## src/rtl/alu_seq_if.sv

```systemverilog
// Operand-issue / result-consumer handshake bundle for alu_seq.
// master = issuing side, slave = the ALU.
interface alu_seq_if #(
  parameter int WIDTH = 10
);
  logic               in_valid;
  logic               in_ready;
  logic [WIDTH-1:0]   a;
  logic [WIDTH-1:0]   b;
  logic [2:0]         sel;
  logic               sgn;
  logic               out_valid;
  logic               out_ready;
  logic [2*WIDTH-1:0] y;
  logic               zero;
  logic               ovf;

  modport master (
    output in_valid, a, b, sel, sgn, out_ready,
    input  in_ready, out_valid, y, zero, ovf
  );

  modport slave (
    input  in_valid, a, b, sel, sgn, out_ready,
    output in_ready, out_valid, y, zero, ovf
  );
endinterface

```

## src/rtl/alu_seq.sv

```systemverilog
// Handshaked multi-cycle ALU: single-cycle add/sub/logic/shift, W-cycle shift-add multiply.
// Optional macro ALU_SAT_EN clamps overflowing add/sub/mul results to the W-bit range.
module alu_seq #(
  parameter int WIDTH = 10
) (
  input  logic     clk,
  input  logic     rst,
  alu_seq_if.slave bus
);
  localparam int W  = WIDTH;
  localparam int CW = $clog2(WIDTH);

  localparam logic [2:0] OP_ADD = 3'b000;
  localparam logic [2:0] OP_SUB = 3'b001;
  localparam logic [2:0] OP_MUL = 3'b010;
  localparam logic [2:0] OP_XOR = 3'b011;
  localparam logic [2:0] OP_AND = 3'b100;
  localparam logic [2:0] OP_OR  = 3'b101;
  localparam logic [2:0] OP_SHL = 3'b110;
  localparam logic [2:0] OP_SHR = 3'b111;

  typedef enum logic [1:0] {IDLE, MUL, DONE} state_t;

  state_t           state_reg, state_next;
  logic             sgn_reg, sgn_next;
  logic             neg_reg, neg_next;
  logic [CW-1:0]    cnt_reg, cnt_next;
  logic [2*W-1:0]   acc_reg, acc_next;
  logic [2*W-1:0]   mcand_reg, mcand_next;
  logic [W-1:0]     mplier_reg, mplier_next;
  logic [2*W-1:0]   y_reg, y_next;
  logic             zero_reg, zero_next;
  logic             ovf_reg, ovf_next;

  logic             in_ready;
  logic             accept;
  logic             retire;
  logic [2*W-1:0]   ext_a, ext_b;
  logic [W-1:0]     sra;
  logic [W-1:0]     mag_a, mag_b;
  logic [2*W-1:0]   alu_raw;
  logic [2*W-1:0]   acc_step;
  logic [2*W-1:0]   fin_raw;
  logic             fin_arith;
  logic             fin_sgn;
  logic [2*W-1:0]   fin_y;
  logic             fin_zero;
  logic             fin_ovf;

  assign in_ready      = (state_reg == IDLE) && !rst;
  assign accept        = bus.in_valid && in_ready;
  assign retire        = (state_reg == DONE) && bus.out_ready;

  assign bus.in_ready  = in_ready;
  assign bus.out_valid = (state_reg == DONE);
  assign bus.y         = y_reg;
  assign bus.zero      = zero_reg;
  assign bus.ovf       = ovf_reg;

  // Operand extension to 2W: upper bits replicate the sign only in signed mode.
  assign ext_a[W-1:0] = bus.a;
  assign ext_b[W-1:0] = bus.b;
  generate
    for (genvar gi = W; gi < 2*W; gi++) begin : g_ext
      assign ext_a[gi] = bus.sgn & bus.a[W-1];
      assign ext_b[gi] = bus.sgn & bus.b[W-1];
    end
  endgenerate

  assign sra   = $signed(bus.a) >>> bus.b;
  assign mag_a = (bus.sgn && bus.a[W-1]) ? (~bus.a + W'(1)) : bus.a;
  assign mag_b = (bus.sgn && bus.b[W-1]) ? (~bus.b + W'(1)) : bus.b;

  always_comb begin
    alu_raw = '0;
    case (bus.sel)
      OP_ADD: alu_raw = ext_a + ext_b;
      OP_SUB: alu_raw = ext_a - ext_b;
      OP_XOR: alu_raw = {{W{1'b0}}, bus.a ^ bus.b};
      OP_AND: alu_raw = {{W{1'b0}}, bus.a & bus.b};
      OP_OR:  alu_raw = {{W{1'b0}}, bus.a | bus.b};
      OP_SHL: alu_raw = {{W{1'b0}}, bus.a} << bus.b;
      OP_SHR: alu_raw = bus.sgn ? {{W{sra[W-1]}}, sra} : {{W{1'b0}}, bus.a >> bus.b};
      default: alu_raw = '0;
    endcase
  end

  assign acc_step = acc_reg + (mplier_reg[0] ? mcand_reg : '0);

  // Result finishing shared by the single-cycle path and the last multiply step.
  always_comb begin
    if (state_reg == MUL) begin
      fin_raw   = neg_reg ? ('0 - acc_step) : acc_step;
      fin_arith = 1'b1;
      fin_sgn   = sgn_reg;
    end else begin
      fin_raw   = alu_raw;
      fin_arith = (bus.sel == OP_ADD) || (bus.sel == OP_SUB);
      fin_sgn   = bus.sgn;
    end
    if (fin_sgn)
      fin_ovf = fin_arith && (fin_raw[2*W-1:W-1] != {(W+1){fin_raw[2*W-1]}});
    else
      fin_ovf = fin_arith && (|fin_raw[2*W-1:W]);
    fin_y = fin_raw;
`ifdef ALU_SAT_EN
    if (fin_ovf) begin
      if (fin_sgn)
        fin_y = fin_raw[2*W-1] ? {{(W+1){1'b1}}, {(W-1){1'b0}}}
                               : {{(W+1){1'b0}}, {(W-1){1'b1}}};
      else if ((state_reg != MUL) && (bus.sel == OP_SUB))
        fin_y = '0;
      else
        fin_y = {{W{1'b0}}, {W{1'b1}}};
    end
`endif
    fin_zero = (fin_y == '0);
  end

  always_comb begin
    state_next  = state_reg;
    sgn_next    = sgn_reg;
    neg_next    = neg_reg;
    cnt_next    = cnt_reg;
    acc_next    = acc_reg;
    mcand_next  = mcand_reg;
    mplier_next = mplier_reg;
    y_next      = y_reg;
    zero_next   = zero_reg;
    ovf_next    = ovf_reg;
    case (state_reg)
      IDLE: begin
        if (accept) begin
          sgn_next = bus.sgn;
          if (bus.sel == OP_MUL) begin
            mcand_next  = {{W{1'b0}}, mag_a};
            mplier_next = mag_b;
            acc_next    = '0;
            cnt_next    = '0;
            neg_next    = bus.sgn & (bus.a[W-1] ^ bus.b[W-1]);
            state_next  = MUL;
          end else begin
            y_next     = fin_y;
            zero_next  = fin_zero;
            ovf_next   = fin_ovf;
            state_next = DONE;
          end
        end
      end
      MUL: begin
        acc_next    = acc_step;
        mcand_next  = mcand_reg << 1;
        mplier_next = mplier_reg >> 1;
        cnt_next    = cnt_reg + CW'(1);
        if (cnt_reg == CW'(W-1)) begin
          y_next     = fin_y;
          zero_next  = fin_zero;
          ovf_next   = fin_ovf;
          state_next = DONE;
        end
      end
      DONE: begin
        if (retire)
          state_next = IDLE;
      end
      default: state_next = IDLE;
    endcase
  end

  always_ff @(posedge clk) begin
    if (rst) begin
      state_reg  <= IDLE;
      sgn_reg    <= 1'b0;
      neg_reg    <= 1'b0;
      cnt_reg    <= '0;
      acc_reg    <= '0;
      mcand_reg  <= '0;
      mplier_reg <= '0;
      y_reg      <= '0;
      zero_reg   <= 1'b0;
      ovf_reg    <= 1'b0;
    end else begin
      state_reg  <= state_next;
      sgn_reg    <= sgn_next;
      neg_reg    <= neg_next;
      cnt_reg    <= cnt_next;
      acc_reg    <= acc_next;
      mcand_reg  <= mcand_next;
      mplier_reg <= mplier_next;
      y_reg      <= y_next;
      zero_reg   <= zero_next;
      ovf_reg    <= ovf_next;
    end
  end
endmodule

```

## src/flat_wrapper.sv

```systemverilog
// flat-port wrapper written by rule: the top's interface ports become plain ports
module alu_seq_flat 
#(
  parameter int WIDTH = 10
)
  (clk, rst, bus_in_valid, bus_a, bus_b, bus_sel, bus_sgn, bus_out_ready, bus_in_ready, bus_out_valid, bus_y, bus_zero, bus_ovf);
  alu_seq_if #(.WIDTH(WIDTH)) bus_i ();
  input  logic clk;
  input  logic rst;
  input wire logic [$bits(bus_i.in_valid)-1:0] bus_in_valid;
  input wire logic [$bits(bus_i.a)-1:0] bus_a;
  input wire logic [$bits(bus_i.b)-1:0] bus_b;
  input wire logic [$bits(bus_i.sel)-1:0] bus_sel;
  input wire logic [$bits(bus_i.sgn)-1:0] bus_sgn;
  input wire logic [$bits(bus_i.out_ready)-1:0] bus_out_ready;
  output wire logic [$bits(bus_i.in_ready)-1:0] bus_in_ready;
  output wire logic [$bits(bus_i.out_valid)-1:0] bus_out_valid;
  output wire logic [$bits(bus_i.y)-1:0] bus_y;
  output wire logic [$bits(bus_i.zero)-1:0] bus_zero;
  output wire logic [$bits(bus_i.ovf)-1:0] bus_ovf;
  assign bus_i.in_valid = bus_in_valid;
  assign bus_i.a = bus_a;
  assign bus_i.b = bus_b;
  assign bus_i.sel = bus_sel;
  assign bus_i.sgn = bus_sgn;
  assign bus_i.out_ready = bus_out_ready;
  assign bus_in_ready = bus_i.in_ready;
  assign bus_out_valid = bus_i.out_valid;
  assign bus_y = bus_i.y;
  assign bus_zero = bus_i.zero;
  assign bus_ovf = bus_i.ovf;
  alu_seq #(.WIDTH(WIDTH)) u_core (.clk(clk), .rst(rst), .bus(bus_i));
endmodule
```

## config.mk

```make
export PLATFORM = sky130hd
export DESIGN_NAME = alu_seq_flat
export DESIGN_NICKNAME = d
export VERILOG_FILES = /design/src/rtl/alu_seq_if.sv /design/src/rtl/alu_seq.sv /design/src/flat_wrapper.sv
export SDC_FILE = /design/constraint.sdc
export NUM_CORES = 1
export LEC_CHECK = 0
export CAP_MARGIN = 40
export CORE_ASPECT_RATIO = 1.4
export CORE_UTILIZATION = 50
export CTS_BUF_LIST = sky130_fd_sc_hd__clkbuf_16
export CTS_CLUSTER_DIAMETER = 60
export DETAILED_ROUTE_END_ITERATION = 6
export GPL_TIMING_DRIVEN = 0
export HOLD_SLACK_MARGIN = 0.1
export PLACE_DENSITY = 0.79
export SYNTH_ARGS = -nofsm -noshare
export SYNTH_HDL_FRONTEND = slang
export SYNTH_SLANG_ARGS = --single-unit
```

## constraint.sdc

```tcl
create_clock -name clk -period 14.3 [get_ports clk]
set_input_delay 2.86 -clock clk [delete_from_list [all_inputs] [get_ports clk]]
set_output_delay 2.86 -clock clk [all_outputs]
set_load 0.01 [all_outputs]
```

==> flow_metrics.env <==
export IMPL_post_drt_via_cell_ratio=6.619
export IMPL_tightest_slew_ps=860.1
export IMPL_numPlacedInstances=1502
export IMPL_final_cell_mix="125 x a21oi_1, 120 x nor2_1, 119 x nand2_1"
export IMPL_use_met2_pct=67.63
export IMPL_gr_total_overflow=0
export IMPL_worstPathRequired_ps=14540
export IMPL_clkSinkCount=80
export IMPL_fin_crit_sh_pct=61.66
export IMPL_fp_row_count=56
export IMPL_n_fill_cell=1594
export IMPL_cts_resized=0
export IMPL_setup_violations=0
export IMPL_crit_chain="clkdlybuf4s50_1 > clkbuf_1 > inv_1 > clkbuf_1 > ha_1 > clkbuf_1 > or4_1 > a21boi_0 > o21bai_1 > nor2_1 > a21oi_1 > a21oi_1 > ha_1 > nor2_1 > or4b_2 > nor4bb_1 > or4b_1 > o311a_1"
export IMPL_fin_cells=1519
export IMPL_synth_distinct_cells=83
export IMPL_synth_seq_cells=80
export IMPL_grt_pass1_vias=9484
export IMPL_critical_path_arrival_ps=9060
export IMPL_cp_common_cell="clkbuf_1"
export IMPL_holdBufCountCts=0
export IMPL_min_from="u_core.mplier_reg[3]$_SDFFE_PP0P_"
export IMPL_slowest_stage="clkbuf_1"
export IMPL_core_um2=16890
export IMPL_grt_start_max_net_pins=17
export IMPL_synthCells=1218
export IMPL_timing_setup_tns_ps=0
export IMPL_endpoint_kind="flip-flop"
export IMPL_criticalPathCategory="in2reg"
export IMPL_finalCriticalPeriod_ps=8817
export IMPL_fp_dieW_um=113.4
export IMPL_cts_made_buffers=9
export IMPL_startpoint="bus_b[2]"
export IMPL_fin_skew_ps=14.38
export IMPL_yosys_warnings=0
export IMPL_die_h_um=157.9
export IMPL_vias=10060
export IMPL_portBuffers=49
export IMPL_synth_nets=1305
export IMPL_power_density_nw_per_um2=69.81
export IMPL_worst_path_buf_inv=5
export IMPL_fmaxAchievable_mhz=113.4
export IMPL_clk_pin_slew_ps=70
export IMPL_ys_seq_area_share_pct=18.45
export IMPL_insertion_delay_ps=350
export IMPL_ys_flop_type="dfxtp_1"
export IMPL_hold_viol=0
export IMPL_p_leak_uw=0.003699
export IMPL_cts_tree="built"
export IMPL_critPathMaxStageDelay_ps=660
export IMPL_hold_path_class="reg2reg"
export IMPL_synth_area_um2=8681
export IMPL_cp_max_fo=11
export IMPL_cts_setup_buffers=0
export IMPL_first_iter_violations=896
export IMPL_rsz0062_at_grt="no"
export IMPL_root_buffer="clkbuf_16"
export IMPL_slew_violations=0
export IMPL_initial_core_util_pct=51.41
export IMPL_layout_nets=1369
export IMPL_route_detailed_drc=0
export IMPL_routed_wl_mm=34.40
export IMPL_slew_headroom_pct=42.13
export IMPL_peakVddDrop_uv=67.99
export IMPL_grt_busiest_layer="met2"
export IMPL_post_drt_wl_per_cell_um=22.65
export IMPL_grtUsageMet1_pct=43.75
export IMPL_r2r_start="u_core.mplier_reg[0]$_SDFFE_PP0P_"
export IMPL_grt_first_pass_wirelength_mm=52.82
export IMPL_drv_cap=0
export IMPL_synthArstFlopShare_pct=0
export IMPL_drive_gt1_share_pct=5.051
export IMPL_pin_count=52
export IMPL_antenna_found_initial=0
export IMPL_cts_htree_levels=3
export IMPL_n_antenna_cell=0
export IMPL_dp_hpwl_mm=26.91
export IMPL_cp_start_kind="input pin"
export IMPL_use_met3_pct=4.211
export IMPL_dr_pass1_iters=7
export IMPL_ant_nets=0
export IMPL_grtUsageTotal_pct=38.66
export IMPL_layout_commonest_cell="a21oi_1"
export IMPL_area_growth_syn_to_layout_pct=13.13
export IMPL_dieArea_um2=17900
export IMPL_synth_edff_count=0
export IMPL_gp_congestion=1.036
export IMPL_outcome="completed"
export IMPL_clock_path_buffers=2
export IMPL_cpLargestDelayFamily="simple AND/OR/NAND/NOR gates"
export IMPL_avgSynthCellArea_um2=7.127
[metal layers]
layer	wire [µm]	share of wire, %	vias up
met1	12850	37	4712
met5	0	0	-
met2	16450	48	564
li1	-	-	4617
met3	2358	6.9	162
met4	2731	7.9	0
[tightest hold or removal path: stages (launching register included)]
cell     delay [ps]
dfxtp_1         310
nand2_1          50
a21oi_1          50
[synth_stat cells (16+ instances only)]
cell type / count / area, µm²
ha_1: 56 / 700.7
nand3_1: 58 / 290.3
xnor2_1: 37 / 324.1
dfxtp_1: 80 / 1602
nor3_1: 38 / 190.2
a22oi_1: 21 / 157.7
xor2_1: 16 / 140.1
clkbuf_1: 72 / 270.3
a21o_1: 18 / 135.1
a211oi_1: 29 / 217.7
a21oi_1: 125 / 625.6
a31oi_1: 24 / 150.1
o21ai_0: 56 / 280.3
and2_1: 26 / 162.7
mux2i_1: 16 / 160.2
inv_1: 49 / 183.9
nor2_1: 120 / 450.4
nand2_1: 119 / 446.7
[final timing paths]
check | end | slack [ps] | cells after the start
worst min-delay path | u_core.mplier_reg[3]$_SDFFE_PP0P_ | 450 | 2
worst min register to register | u_core.mplier_reg[3]$_SDFFE_PP0P_ | 450 | 2
worst max-delay path | u_core.bus.ovf$_SDFFE_PP0P_ | 5480 | 18
worst max register to register | u_core.bus.ovf$_SDFFE_PP0P_ | 7680 | 20
[metrics by stage]
step / power, µW / hold slack [ps] / setup WS, ps / util (%) / instance area, µm²
after floorplan: 349.9 / 428.8 / 7086 / - / 8681
after global placement: 418.3 / 438.3 / 5468 / 56.03 / 9462
after detailed placement: 419.5 / 441.3 / 5354 / 56.14 / 9479
after CTS: 677.9 / 448.8 / 5611 / 58.13 / 9816
after global routing: 705.2 / 471.7 / 5169 / 58.16 / 9821
final: 685.5 / 451.4 / 5483 / 58.16 / 9821
[power breakdown]
part           total [µW]  leakage (µW)  internal [µW]  switching [µW]
registers             232      0.000647            228            3.57
clock network         264      0.000164            157             107
logic                 190       0.00289           66.6             123
total                 686       0.00370            452             234
[logic make-up (layout without fill, tap and decap cells)]
group           after synthesis  in the layout  synth area share (%)
flops                        80             80                 18.45
xor+xnor                     54             54                 5.535
fa+ha+maj                    59             59                 8.763
simple gates                457            457                 25.48
mux                          30             30                 4.699
buf+inv                     144            213                 6.702
compound gates              394            394                 30.37
[area by class of cell]
| type | count | area [µm²] | area share (%) |
|---|---|---|---|
| Clock inverter | 7 | 111.4 | 1.134 |
| Tap cell | 232 | 290.3 | 2.956 |
| Inverter | 53 | 198.9 | 2.026 |
| Clock buffer | 9 | 225.2 | 2.293 |
| Timing Repair Buffer | 53 | 513.0 | 5.224 |
| Buffer | 91 | 382.9 | 3.899 |
| Multi-Input combinational cell | 994 | 6497 | 66.16 |
| Sequential cell | 80 | 1602 | 16.31 |
Power figures use the tool's default switching activity.
